<file path="src/rtl/matrix_rd_arbiter.sv">
// matrix_rd_arbiter: round-robin owner of the single combinational matrix_mem read port.
// The owner's slot/row/col goes to memory. Read data and dimensions are broadcast to everyone.
// Optional macro MATRIX_RD_ARB_TIMEOUT_EN enables burst preemption after MAX_HOLD cycles.
module matrix_rd_arbiter #(
    parameter int unsigned N_REQ    = 3,
    parameter int unsigned MAX_HOLD = 64
) (
    input  logic                 clk,
    input  logic                 rst,
    input  logic [N_REQ-1:0]     req,
    input  logic [2*N_REQ-1:0]   req_slot,
    input  logic [3*N_REQ-1:0]   req_row,
    input  logic [3*N_REQ-1:0]   req_col,
    output logic [N_REQ-1:0]     gnt,
    output logic [15:0]          rd_data,
    output logic [2:0]           rd_m,
    output logic [2:0]           rd_n,
    output logic [1:0]           mem_rd_slot,
    output logic [2:0]           mem_rd_row,
    output logic [2:0]           mem_rd_col,
    input  logic [15:0]          mem_rd_data,
    input  logic [2:0]           mem_cur_m,
    input  logic [2:0]           mem_cur_n,
    output logic                 busy,
    output logic                 timeout
);

    localparam int unsigned IW = (N_REQ > 1) ? $clog2(N_REQ) : 1;

    if (N_REQ < 2 || N_REQ > 4 || MAX_HOLD < 2) begin : g_param_check
        $error("matrix_rd_arbiter: N_REQ must be 2..4 and MAX_HOLD at least 2");
    end

    typedef enum logic [0:0] {StIdle, StOwn} state_e;

    state_e           state_q, state_d;
    logic [IW-1:0]    owner_q, owner_d;
    logic [IW-1:0]    ptr_q, ptr_d;
    logic [N_REQ-1:0] gnt_q, gnt_d;
    logic             busy_q;

    // Index after i, wrapping at N_REQ.
    function automatic logic [IW-1:0] next_idx(input logic [IW-1:0] i);
        if (int'(i) == int'(N_REQ) - 1) return '0;
        return i + 1'b1;
    endfunction

    // First set bit of mask searching upward from start with wrap.
    function automatic logic [IW-1:0] rr_pick(input logic [N_REQ-1:0] mask,
                                              input logic [IW-1:0] start);
        logic [IW-1:0] win;
        logic [IW-1:0] idx;
        win = start;
        // Walk from the farthest offset down so the nearest candidate wins last.
        for (int k = int'(N_REQ) - 1; k >= 0; k--) begin
            idx = IW'((int'(start) + k) % int'(N_REQ));
            if (mask[idx]) win = idx;
        end
        return win;
    endfunction

    function automatic logic [N_REQ-1:0] to_oh(input logic [IW-1:0] i);
        logic [N_REQ-1:0] oh;
        oh    = '0;
        oh[i] = 1'b1;
        return oh;
    endfunction

`ifdef MATRIX_RD_ARB_TIMEOUT_EN
    localparam int unsigned HW = $clog2(MAX_HOLD + 1);

    logic [HW-1:0] hold_q, hold_d;
    logic          timeout_q, timeout_d;
    logic [N_REQ-1:0] others;

    // Hold counter and preemption pulse registers.
    always_ff @(posedge clk) begin
        if (rst) begin
            hold_q    <= '0;
            timeout_q <= 1'b0;
        end else begin
            hold_q    <= hold_d;
            timeout_q <= timeout_d;
        end
    end

    assign others  = req & ~to_oh(owner_q);
    assign timeout = timeout_q;
`else
    assign timeout = 1'b0;
`endif

    // Arbitration state registers.
    always_ff @(posedge clk) begin
        if (rst) begin
            state_q <= StIdle;
            owner_q <= '0;
            ptr_q   <= '0;
            gnt_q   <= '0;
            busy_q  <= 1'b0;
        end else begin
            state_q <= state_d;
            owner_q <= owner_d;
            ptr_q   <= ptr_d;
            gnt_q   <= gnt_d;
            busy_q  <= |gnt_d;
        end
    end

    // Next-state: grant from IDLE, hold/release/handoff while owned.
    always_comb begin
        state_d = state_q;
        owner_d = owner_q;
        ptr_d   = ptr_q;
        gnt_d   = gnt_q;
`ifdef MATRIX_RD_ARB_TIMEOUT_EN
        hold_d    = hold_q;
        timeout_d = 1'b0;
`endif
        unique case (state_q)
            StIdle: begin
                if (|req) begin
                    owner_d = rr_pick(req, ptr_q);
                    gnt_d   = to_oh(owner_d);
                    state_d = StOwn;
`ifdef MATRIX_RD_ARB_TIMEOUT_EN
                    hold_d  = '0;
`endif
                end
            end
            StOwn: begin
                if (!req[owner_q]) begin
                    // Release; hand off in the same edge if anyone else waits.
                    ptr_d = next_idx(owner_q);
                    if (|req) begin
                        owner_d = rr_pick(req, ptr_d);
                        gnt_d   = to_oh(owner_d);
                    end else begin
                        state_d = StIdle;
                        gnt_d   = '0;
                    end
`ifdef MATRIX_RD_ARB_TIMEOUT_EN
                    hold_d = '0;
                end else if (hold_q == HW'(MAX_HOLD - 1) && |others) begin
                    // Preempt a long burst; the owner remains eligible later.
                    ptr_d     = next_idx(owner_q);
                    owner_d   = rr_pick(others, ptr_d);
                    gnt_d     = to_oh(owner_d);
                    hold_d    = '0;
                    timeout_d = 1'b1;
                end else if (hold_q != HW'(MAX_HOLD)) begin
                    hold_d = hold_q + 1'b1;
`endif
                end
            end
            default: begin
                state_d = StIdle;
                gnt_d   = '0;
            end
        endcase
    end

    // Owner address mux onto the memory port; zero when nobody is granted.
    always_comb begin
        mem_rd_slot = '0;
        mem_rd_row  = '0;
        mem_rd_col  = '0;
        for (int i = 0; i < int'(N_REQ); i++) begin
            if (gnt_q[i]) begin
                mem_rd_slot = req_slot[2*i +: 2];
                mem_rd_row  = req_row[3*i +: 3];
                mem_rd_col  = req_col[3*i +: 3];
            end
        end
    end

    assign gnt     = gnt_q;
    assign busy    = busy_q;
    assign rd_data = mem_rd_data;
    assign rd_m    = mem_cur_m;
    assign rd_n    = mem_cur_n;

endmodule

</file>
<file path="config.mk">
export PLATFORM = sky130hd
export DESIGN_NAME = matrix_rd_arbiter
export DESIGN_NICKNAME = d
export VERILOG_FILES = /design/src/rtl/matrix_rd_arbiter.sv
export SDC_FILE = /design/constraint.sdc
export NUM_CORES = 1
export LEC_CHECK = 0
export CAP_MARGIN = 10
export CORE_MARGIN = 4
export CORE_UTILIZATION = 33
export CTS_CLUSTER_DIAMETER = 50
export DETAILED_ROUTE_END_ITERATION = 16
export GPL_ROUTABILITY_DRIVEN = 0
export GPL_TIMING_DRIVEN = 0
export PLACE_DENSITY = 0.81
export SYNTH_ARGS = -nofsm -noshare
export SYNTH_HDL_FRONTEND = slang
export SYNTH_SLANG_ARGS = --single-unit
</file>
<file path="constraint.sdc">
create_clock -name clk -period 2.65 [get_ports clk]
set_input_delay 0.265 -clock clk [delete_from_list [all_inputs] [get_ports clk]]
set_output_delay 0.265 -clock clk [all_outputs]
set_load 0.005 [all_outputs]
</file>
==> summary.md, run 1 <==
| Metric | Value |
|---|---|
| Design Area, Final | 0.001729 sq mm |
| Sink Count | 9 |
| Peak VDD IR | 0.2939 mV |
| Critical Path, Cell by Cell | inv_1 > ha_1 > buf_2 > nand2b_1 > a211oi_1 > a31oi_1 > nand3_2 > or4b_1 > a21oi_1 |
| PortBufs | 59 |
| Cell row count | 20 |
| Drt total wl | 2972 microns |
| Cells after Synth | 153 |
| H-tree levels | 1 |
| Avg WL per Cell | 11.43 microns |
| Number of CTS-inserted buffers | 3 |
| Chip width | 64.57 microns |
| Yosys warnings | 0 |
| Starting Density | 34.59% |
| Die area | 0.004169 sq mm |
| DR vias/cell | 4.877 |
| Core area | 0.003053 sq mm |
| Final Hold Vio Count | 0 |
| Drt drc | 0 |
| Fmax | 446.0 MHz |
| Setup CP Type | reg -> reg |
| GRT overflow | 0 |
| CTS root buf | clkbuf_4 |
| CTS resizes | 0 |
| Most common cell after layout, fill and taps aside | clkdlybuf4s50_1 |
| Part of the cycle the worst path needs | 84.61% |
| Die H | 64.57 microns |
| Total track usage | 14.33% |
| Power Total | 0.5855 mW |
| CP Launch Type | flop |
| Final setup vio count | 0 |
| Total number of vias | 1268 |
| Synth area leaders | dfxtp_1 (17%), buf_4 (17%), o21ai_0 (8.1%) |
| CTS hold repair buffers | 0 |
| Initial DRT Pass Iterations | 4 |
| Clock Latency Late Sink | 0.26 ns |
| Post-route minimum period | 2.242 ns |
| Met2 wire len | 1482 microns |
| Clock tree buffer depth | 2 |
| DR top layer | met4 |
| Slew Limit Fails | 0 |
| ANT cells | 0 |
| Class of the worst hold path | in -> reg |
| Buf/Inv on CP | 2 |
| Max_cap viols | 0 |
| # IOs | 86 |
| Layout cells sized above 1 | 17.13% |
| Pin count of the biggest net entering global routing | 11 |
| Post-route ant nets | 0 |
| Static Leakage | 0.6862 nW |
| Placed Area | 0.001702 sq mm |
| Power Dens Cells | 338.6 mW/mm^2 |
| Crit end category | flop |
| Metal1 wirelength | 1184 microns |
| Finished Core Util | 56.64% |
| Outcome | finished clean |
| Leading area contributor after synthesis | dfxtp_1 |
| Area delta synth->final | 63.74% |
| Postcts setup bufs | 0 |
| Setup WS pre-CTS | 0.4544 ns |
| Mapped cell area | 0.001056 sq mm |
| Largest delay share family, worst path | simple AND/OR/NAND/NOR gates |
| Crit-path max FO | 9 |
| WP data required | 2.85 ns |
| Cell variety after synth | 35 |
| DP HPWL | 2470 microns |
| Post-synth top area share | 17.06% |
| CTS tree | yes |
| Clock Skew | 0.005503 ns |
| Fin nets | 271 |
| Vias in the first global route | 1143 |
| Clock slew at reported path FFs | 0.06 ns |
| RSZ-0062 raised after global routing | no |
| Storage element area | 180.2 sq um |
| Syn nets | 207 |
| Final worst slack | 0.4079 ns |
| Area of the multi-input gates | 620.6 sq um |
| Setup TNS Final | 0 ns |
| Antenna violations before repair | 0 |
| Crit path arrival time | 2.44 ns |
| Fillers | 289 |
| Initial DRC Count | 30 |
| First-pass GRT wire length | 4912 microns |
| Sequential fraction of the synthesis area | 17.06% |
| Met3 wire length | 254 microns |
| Worst path max stage delay | 0.52 ns |
| Yosys reg bits | 9 |
| Critical-path top delay cell | or4b_1 |
| Most frequent cells in the layout | clkdlybuf4s50_1 (59), buf_4 (24), o21ai_0 (17), nand2_1 (15) |
| Average size of a mapped cell | 6.902 sq um |
## cell families after synthesis
group	share of synthesized area, %
compound gates	30.69
buf+inv	24.17
simple gates	20.26
flops	17.06
mux	3.910
fa+ha+maj	3.555
other cells	0.3551
## worst paths after layout
check / end / slack (ns) / cells after the start / startpoint
worst max-delay path: gnt[2] / 0.41 / 9 / ptr_q[0]
worst min-delay path: state_q / 0.36 / 3 / req[0]
worst max register to register: gnt[2] / 0.41 / 9 / ptr_q[0]
worst min register to register: ptr_q[1] / 0.59 / 2 / ptr_q[1]
## sequential cells by signal (all words and copies together), names as in the netlist
signal   flops
busy         1
gnt          3
owner_q      2
state_q      1
ptr_q        2
## Yosys cell counts
library cell	count
a2111o_1	1
a211oi_1	3
a21o_1	2
a21oi_1	8
a21oi_2	1
a221o_1	1
a221oi_1	1
a22o_1	1
a22oi_1	8
a31oi_1	6
a32oi_1	1
buf_1	1
buf_2	3
buf_4	24
clkbuf_1	5
conb_1	1
dfxtp_1	9
ha_1	3
inv_1	9
inv_2	1
mux2_2	1
mux2i_1	3
nand2_1	15
nand2b_1	4
nand3_1	1
nand3_2	1
nand3b_1	4
nor2_1	8
nor2b_1	2
nor3_1	3
nor3b_1	1
o211ai_1	1
o21ai_0	17
or2_2	2
or4b_1	1
## area by class of cell
| cell class | count | area share, % |
|---|---|---|
| clock buffers | 3 | 1.302 |
| repair buffers | 59 | 34.15 |
| well taps | 44 | 3.184 |
| inverters | 10 | 2.171 |
| clock inverters | 1 | 0.2894 |
| multi-input cells | 101 | 35.89 |
| plain buffers | 33 | 12.59 |
| flip-flops and latches | 9 | 10.42 |
## layer usage
metal | track usage [%] | up-vias
met5 | 0 | -
met4 | 5.013 | 0
met3 | 5.026 | 9
met2 | 23.84 | 53
met1 | 16.98 | 569
li1 | - | 637
## where the power goes
group,internal (mW),total (mW),switching (mW)
logic,0.191,0.321,0.130
clock network,0.0556,0.104,0.0483
registers,0.149,0.160,0.0112
total,0.396,0.586,0.190
## worst min-delay path, delay by kind of cell
| family | cells | cell delay [ns] |
|---|---|---|
| buffers and inverters | 1 | 0.13 |
| AND/OR/NAND/NOR | 2 | 0.19 |
## per-stage QoR
step / cells / hold WS (ns)
finish: 260 / 0.3551
floorplan: 153 / 0.5330
CTS: 260 / 0.3515
global route: 260 / 0.3744
global placement: 256 / 0.5750
detailed placement: 256 / 0.5759
No activity file was read; power rests on OpenSTA's default activity.
==> run 2, diff against run 1 <==
- clock period: 2.65 -> 2.2 ns (I/O delays scaled with it)
==> summary.md, run 2 (synthesis results as in run 1) <==
| Metric | Value |
|---|---|
| Area of the multi-input gates | 628.1 sq um (was 620.6 sq um) |
| Fin nets | 273 (was 271) |
| WP data required | 2.40 ns (was 2.85 ns) |
| Crit path arrival time | 2.26 ns (was 2.44 ns) |
| CTS root buf | clkbuf_4 (unchanged) |
| Sink Count | 9 (unchanged) |
| Initial DRC Count | 38 (was 30) |
| Peak VDD IR | 0.3499 mV (was 0.2939 mV) |
| Pin count of the biggest net entering global routing | 11 (unchanged) |
| Total number of vias | 1271 (was 1268) |
| Hold Path Sink | ptr_q[0] (was state_q) |
| Chip width | 64.57 microns (unchanged) |
| Hold-critical path depth | 2 (was 3) |
| Internal power | 0.4901 mW (was 0.3959 mW) |
| Fmax | 484.4 MHz (was 446.0 MHz) |
| Post-route insts no fill | 262 (was 260) |
| Class of the worst hold path | in -> reg (unchanged) |
| Storage element area | 182.7 sq um (was 180.2 sq um) |
| Critical Path, Cell by Cell | inv_1 > ha_1 > buf_6 > nand2b_4 > a211oi_1 > a31oi_1 > nand3_2 > or4b_1 > a21oi_1 (was inv_1 > ha_1 > buf_2 > nand2b_1 > a211oi_1 > a31oi_1 > nand3_2 > or4b_1 > a21oi_1) |
| Sequential share of power | 26.7% (was 27.3%) |
| Post-route minimum period | 2.064 ns (was 2.242 ns) |
| Power Dens Cells | 409.0 mW/mm^2 (was 338.6 mW/mm^2) |
| DR vias/cell | 4.851 (was 4.877) |
| Post-route ant nets | 0 (unchanged) |
| Core area | 0.003053 sq mm (unchanged) |
| Part of the cycle the worst path needs | 93.83% (was 84.61%) |
| Die H | 64.57 microns (unchanged) |
| H-tree levels | 1 (unchanged) |
| RR Startpoint | ptr_q[0] (unchanged) |
| Static Leakage | 0.7192 nW (was 0.6862 nW) |
| Clock Latency Late Sink | 0.26 ns (about the same) |
| Most frequent cells in the layout | clkdlybuf4s50_1 (59), buf_4 (26), o21ai_0 (16), nand2_1 (15), inv_1 (9) (was clkdlybuf4s50_1 (59), buf_4 (24), o21ai_0 (17), nand2_1 (15)) |
| Outcome | finished clean (unchanged) |
| Buf/Inv on CP | 2 (unchanged) |
| Clock slew at reported path FFs | 0.06 ns (about the same) |
| Gate power share | 55.9% (was 54.9%) |
| Antenna violations before repair | 0 (unchanged) |
| Total track usage | 14.33% (unchanged) |
| Worst path max stage delay | 0.52 ns (about the same) |
| Final Hold Vio Count | 0 (unchanged) |
| Most common cell after layout, fill and taps aside | clkdlybuf4s50_1 (unchanged) |
| CP Launch Type | flop (unchanged) |
| Area delta synth->final | 67.06% (was 63.74%) |
| Final setup vio count | 0 (unchanged) |
| Clock power frac | 17.4% (was 17.8%) |
| CTS tree | yes (unchanged) |
| Drt total wl | 3009 microns (was 2972 microns) |
| Switching power summed over all nets | 0.2315 mW (was 0.1896 mW) |
| Critical R2R Capture | gnt[2] (unchanged) |
| Clock Skew | 0.005385 ns (was 0.005503 ns) |
| First-pass GRT wire length | 4912 microns (unchanged) |
| Die area | 0.004169 sq mm (unchanged) |
| ANT cells | 0 (unchanged) |
| Worst reg2reg path depth | 9 (unchanged) |
| CTS hold repair buffers | 0 (unchanged) |
| Cell row count | 20 (unchanged) |
| Switching Share | 32.08% (was 32.38%) |
| PortBufs | 59 (unchanged) |
| Number of CTS-inserted buffers | 3 (unchanged) |
| Crit end category | flop (unchanged) |
| Setup TNS Final | 0 ns (unchanged) |
| Drt drc | 0 (unchanged) |
| Vias in the first global route | 1143 (unchanged) |
| Hold Path Origin | rst (was req[0]) |
| Initial DRT Pass Iterations | 4 (unchanged) |
| Slew Limit Fails | 0 (unchanged) |
| # IOs | 86 (unchanged) |
| Crit-path max FO | 9 (unchanged) |
| DP HPWL | 2470 microns (unchanged) |
| Avg WL per Cell | 11.48 microns (was 11.43 microns) |
| Starting Density | 34.59% (unchanged) |
| Max reg flops | 3 (unchanged) |
| Setup CP Type | reg -> reg (unchanged) |
| Clock tree buffer depth | 2 (unchanged) |
| Placed insts | 256 (unchanged) |
| GRT overflow | 0 (unchanged) |
| Critical-path top delay cell | or4b_1 (unchanged) |
| R2r setup slk | 0.14 ns (was 0.41 ns) |
| Max_cap viols | 0 (unchanged) |
| Layout cells sized above 1 | 20.64% (was 17.13%) |
| Fillers | 285 (was 289) |
| Largest delay share family, worst path | simple AND/OR/NAND/NOR gates (unchanged) |
-- run 2: what timing repair did --
action,4_1_cts,5_1_grt
buffers inserted,0,2
resized for setup,1,12
pin swaps,0,2
setup endpoints to repair,1,9
-- run 2: cell type report --
class                           count  area share, %
Buffer                             33          12.91
Clock buffer                        3          1.277
Clock inverter                      1         0.2837
Inverter                           10          2.128
Multi-Input combinational cell    101          35.60
Sequential cell                     9          10.35
Tap cell                           44          3.121
Timing Repair Buffer               61          34.33
-- run 2: worst register-to-register path, cell delays in order, from the launching register on --
cell	delay (ns)
dfxtp_2	0.35
inv_1	0.06
ha_1	0.29
buf_6	0.13
nand2b_4	0.13
a211oi_1	0.06
a31oi_1	0.19
nand3_2	0.16
or4b_1	0.52
a21oi_1	0.13
-- run 2: per-layer routing --
metal	wire length (microns)	track usage, %
met1	1228	16.98
met2	1487	23.84
met3	242	5.026
met4	51	5.013
met5	0	0
-- run 2: power by group through the flow --
stage	clock (mW)	sequential, mW	combinational [mW]
2_1_floorplan	0	0.194	0.206
3_3_place_gp	0	0.196	0.383
3_5_place_dp	0	0.197	0.387
4_1_cts	0.132	0.193	0.388
5_1_grt	0.142	0.195	0.446
6_report	0.125	0.193	0.403
-- run 2: worst max-delay path by stage --
stage	startpoint	to	slack, ns	depth (start not counted)
CTS	gnt[0]	mem_rd_slot[1]	0.02	5
global placement	ptr_q[0]	gnt[2]	0.04	9
finish	ptr_q[0]	gnt[2]	0.14	9
detailed placement	ptr_q[0]	gnt[2]	0.004	9
floorplan	ptr_q[0]	gnt[2]	0.21	9
global route	ptr_q[0]	gnt[2]	-0.0002	9
-- run 2: stage by stage --
| stage | util (%) | setup slack, ns | area, sq um | hold slack [ns] | power [mW] |
|---|---|---|---|---|---|
| 3_3_place_gp | 55.74 | 0.04435 | 1702 | 0.5750 | 0.5790 |
| 2_1_floorplan | - | 0.2124 | 1056 | 0.5042 | 0.4000 |
| 6_report | 57.79 | 0.1357 | 1764 | 0.3228 | 0.7216 |
| 4_1_cts | 56.68 | 0.02256 | 1730 | 0.3063 | 0.7140 |
| 3_5_place_dp | 55.74 | 0.004427 | 1702 | 0.5759 | 0.5836 |
| 5_1_grt | 57.79 | -0.0002125 | 1764 | 0.3292 | 0.7829 |
==> run 3, diff against run 2 <==
==> constraint.sdc (replaced) <==
create_clock -name clk -period 2.2 [get_ports clk]
set_input_delay 0.55 -clock clk [delete_from_list [all_inputs] [get_ports clk]]
set_output_delay 0.55 -clock clk [all_outputs]
set_load 0.005 [all_outputs]
==> summary.md, run 3 (synthesis results as in run 1) <==
| Metric | Value |
|---|---|
| WP data required | 2.40 ns (about the same) |
| Total track usage | 14.36% (was 14.33%) |
| Clock Skew | 0.005373 ns (was 0.005385 ns) |
| Most common cell after layout, fill and taps aside | clkdlybuf4s50_1 (unchanged) |
| Crit path arrival time | 2.27 ns (was 2.26 ns) |
| PortBufs | 59 (unchanged) |
| DP HPWL | 2470 microns (unchanged) |
| Max_cap viols | 0 (unchanged) |
| Part of the cycle the worst path needs | 94.25% (was 93.83%) |
| Setup CP Type | reg -> reg (unchanged) |
| DR vias/cell | 4.863 (was 4.851) |
| RSZ-0062 raised after global routing | no |
| Post-route insts no fill | 262 (unchanged) |
| Clock slew at reported path FFs | 0.06 ns (about the same) |
| Avg WL per Cell | 11.58 microns (was 11.48 microns) |
| CP Launch Type | flop (unchanged) |
| Power Dens Cells | 400.8 mW/mm^2 (was 409.0 mW/mm^2) |
| Finished Core Util | 57.83% (was 57.79%) |
| Drt total wl | 3033 microns (was 3009 microns) |
| Design Area, Final | 0.001765 sq mm (was 0.001764 sq mm) |
| Outcome | finished clean (unchanged) |
| Fin nets | 273 (unchanged) |
| Vias in the first global route | 1141 (was 1143) |
| Clock Latency Late Sink | 0.26 ns (about the same) |
| Crit-path max FO | 9 (unchanged) |
| Total number of vias | 1274 (was 1271) |
| Sink Count | 9 (unchanged) |
| Post-route minimum period | 2.073 ns (was 2.064 ns) |
| Post-route ant nets | 0 (unchanged) |
| Measured slew at the worst slew-check pin | 0.4953 ns |
| Number of CTS-inserted buffers | 3 (unchanged) |
| Final setup vio count | 0 (unchanged) |
| Die H | 64.57 microns (unchanged) |
| Setup WS pre-CTS | -0.2289 ns (was 0.004427 ns) |
| Placed Area | 0.001702 sq mm (unchanged) |
| H-tree levels | 1 (unchanged) |
| Chip width | 64.57 microns (unchanged) |
| Initial DRT Pass Iterations | 4 (unchanged) |
| Cell row count | 20 (unchanged) |
| # IOs | 86 (unchanged) |
| Drt drc | 0 (unchanged) |
| CTS tree | yes (unchanged) |
| Rel. slew slack | 66.72% |
| Starting Density | 34.59% (unchanged) |
| Placed insts | 256 (unchanged) |
| Clock tree buffer depth | 2 (unchanged) |
| Initial DRC Count | 54 (was 38) |
| Pin count of the biggest net entering global routing | 11 (unchanged) |
| Max reg flops | 3 (unchanged) |
| Slew Limit Fails | 0 (unchanged) |
| Class of the worst hold path | reg -> reg (was in -> reg) |
| GRT overflow | 0 (unchanged) |
| ANT cells | 0 (unchanged) |
| Peak VDD IR | 0.3501 mV (was 0.3499 mV) |
| Layout cells sized above 1 | 20.64% (unchanged) |
| CTS root buf | clkbuf_4 (unchanged) |
| Fmax | 482.3 MHz (was 484.4 MHz) |
| Antenna violations before repair | 0 (unchanged) |
| Area delta synth->final | 67.18% (was 67.06%) |
| Static Leakage | 0.7607 nW (was 0.7192 nW) |
| Final Hold Vio Count | 0 (unchanged) |
| Crit end category | flop (unchanged) |
| Most frequent cells in the layout | clkdlybuf4s50_1 (50), buf_4 (26), o21ai_0 (16), nand2_1 (15), inv_1 (9) (was clkdlybuf4s50_1 (59), buf_4 (26), o21ai_0 (16), nand2_1 (15), inv_1 (9)) |
| Die area | 0.004169 sq mm (unchanged) |
| Core area | 0.003053 sq mm (unchanged) |
| First-pass GRT wire length | 4926 microns (was 4912 microns) |
| Final worst slack | 0.1265 ns (was 0.1357 ns) |
## run 3: cell count changes in the layout (fill, tap and decap cells not counted), sizes merged
| cell | change |
|---|---|
| clkdlybuf4s50 | -9 |
| dlygate4sd2 | +8 |
| dlymetal6s2s | +1 |
## run 3: where the power goes
part	internal [mW]	switching [mW]	total, mW
sequential	0.180	0.0129	0.193
combinational	0.229	0.160	0.390
clock	0.0670	0.0581	0.125
total	0.476	0.231	0.708
## run 3: critical path, cell delays in order (launching register included)
cell     delay [ns]
dfxtp_2        0.35
inv_1          0.06
ha_1           0.30
buf_6          0.14
mux2i_1        0.19
a221o_1        0.21
nand3_2        0.12
or4b_1         0.52
a21oi_1        0.13
## run 3: layout make-up
cell class | count | area, sq um
Clock inverter | 1 | 5.005
Clock buffer | 3 | 22.52
Buffer | 33 | 236.5
Fill cell | 290 | 1287
Timing Repair Buffer | 61 | 598.1
Tap cell | 44 | 55.05
Multi-Input combinational cell | 101 | 628.1
Inverter | 10 | 37.54
Sequential cell | 9 | 182.7
## run 3: routing by layer
layer	share of wire [%]	up-vias	GRT usage (%)	wire length, microns
li1	-	642	-	-
met1	41	564	17.29	1232
met2	49	59	23.58	1483
met3	8.8	9	5.026	266
met4	1.7	0	5.013	51
met5	0	-	0	0
## run 3: worst paths after layout
path                               start  endpoint  slack [ns]  depth (start not counted)
worst min register to register  ptr_q[0]  ptr_q[0]        0.53                          2
worst max register to register  ptr_q[0]    gnt[2]        0.13                          8
worst min-delay path            ptr_q[0]  ptr_q[0]        0.53                          2
worst max-delay path            ptr_q[0]    gnt[2]        0.13                          8
## run 3: stage by stage
step                      total power, mW  setup TNS (ns)  hold slack [ns]
after floorplan                    0.4000               0           0.5330
after global placement             0.5790          -1.421           0.5750
after detailed placement           0.5836          -1.458           0.5759
after CTS                          0.7001               0           0.5566
after global routing               0.7682               0           0.5824
final                              0.7077               0           0.5321
## run 3: what timing repair did
item                                    4_1_cts  5_1_grt
gates resized for setup                      13       10
pin swaps                                     0        3
buffers inserted                              0        2
hold buffers                                  0        0
endpoints found under the setup margin        9        2
gates cloned                                  0        0
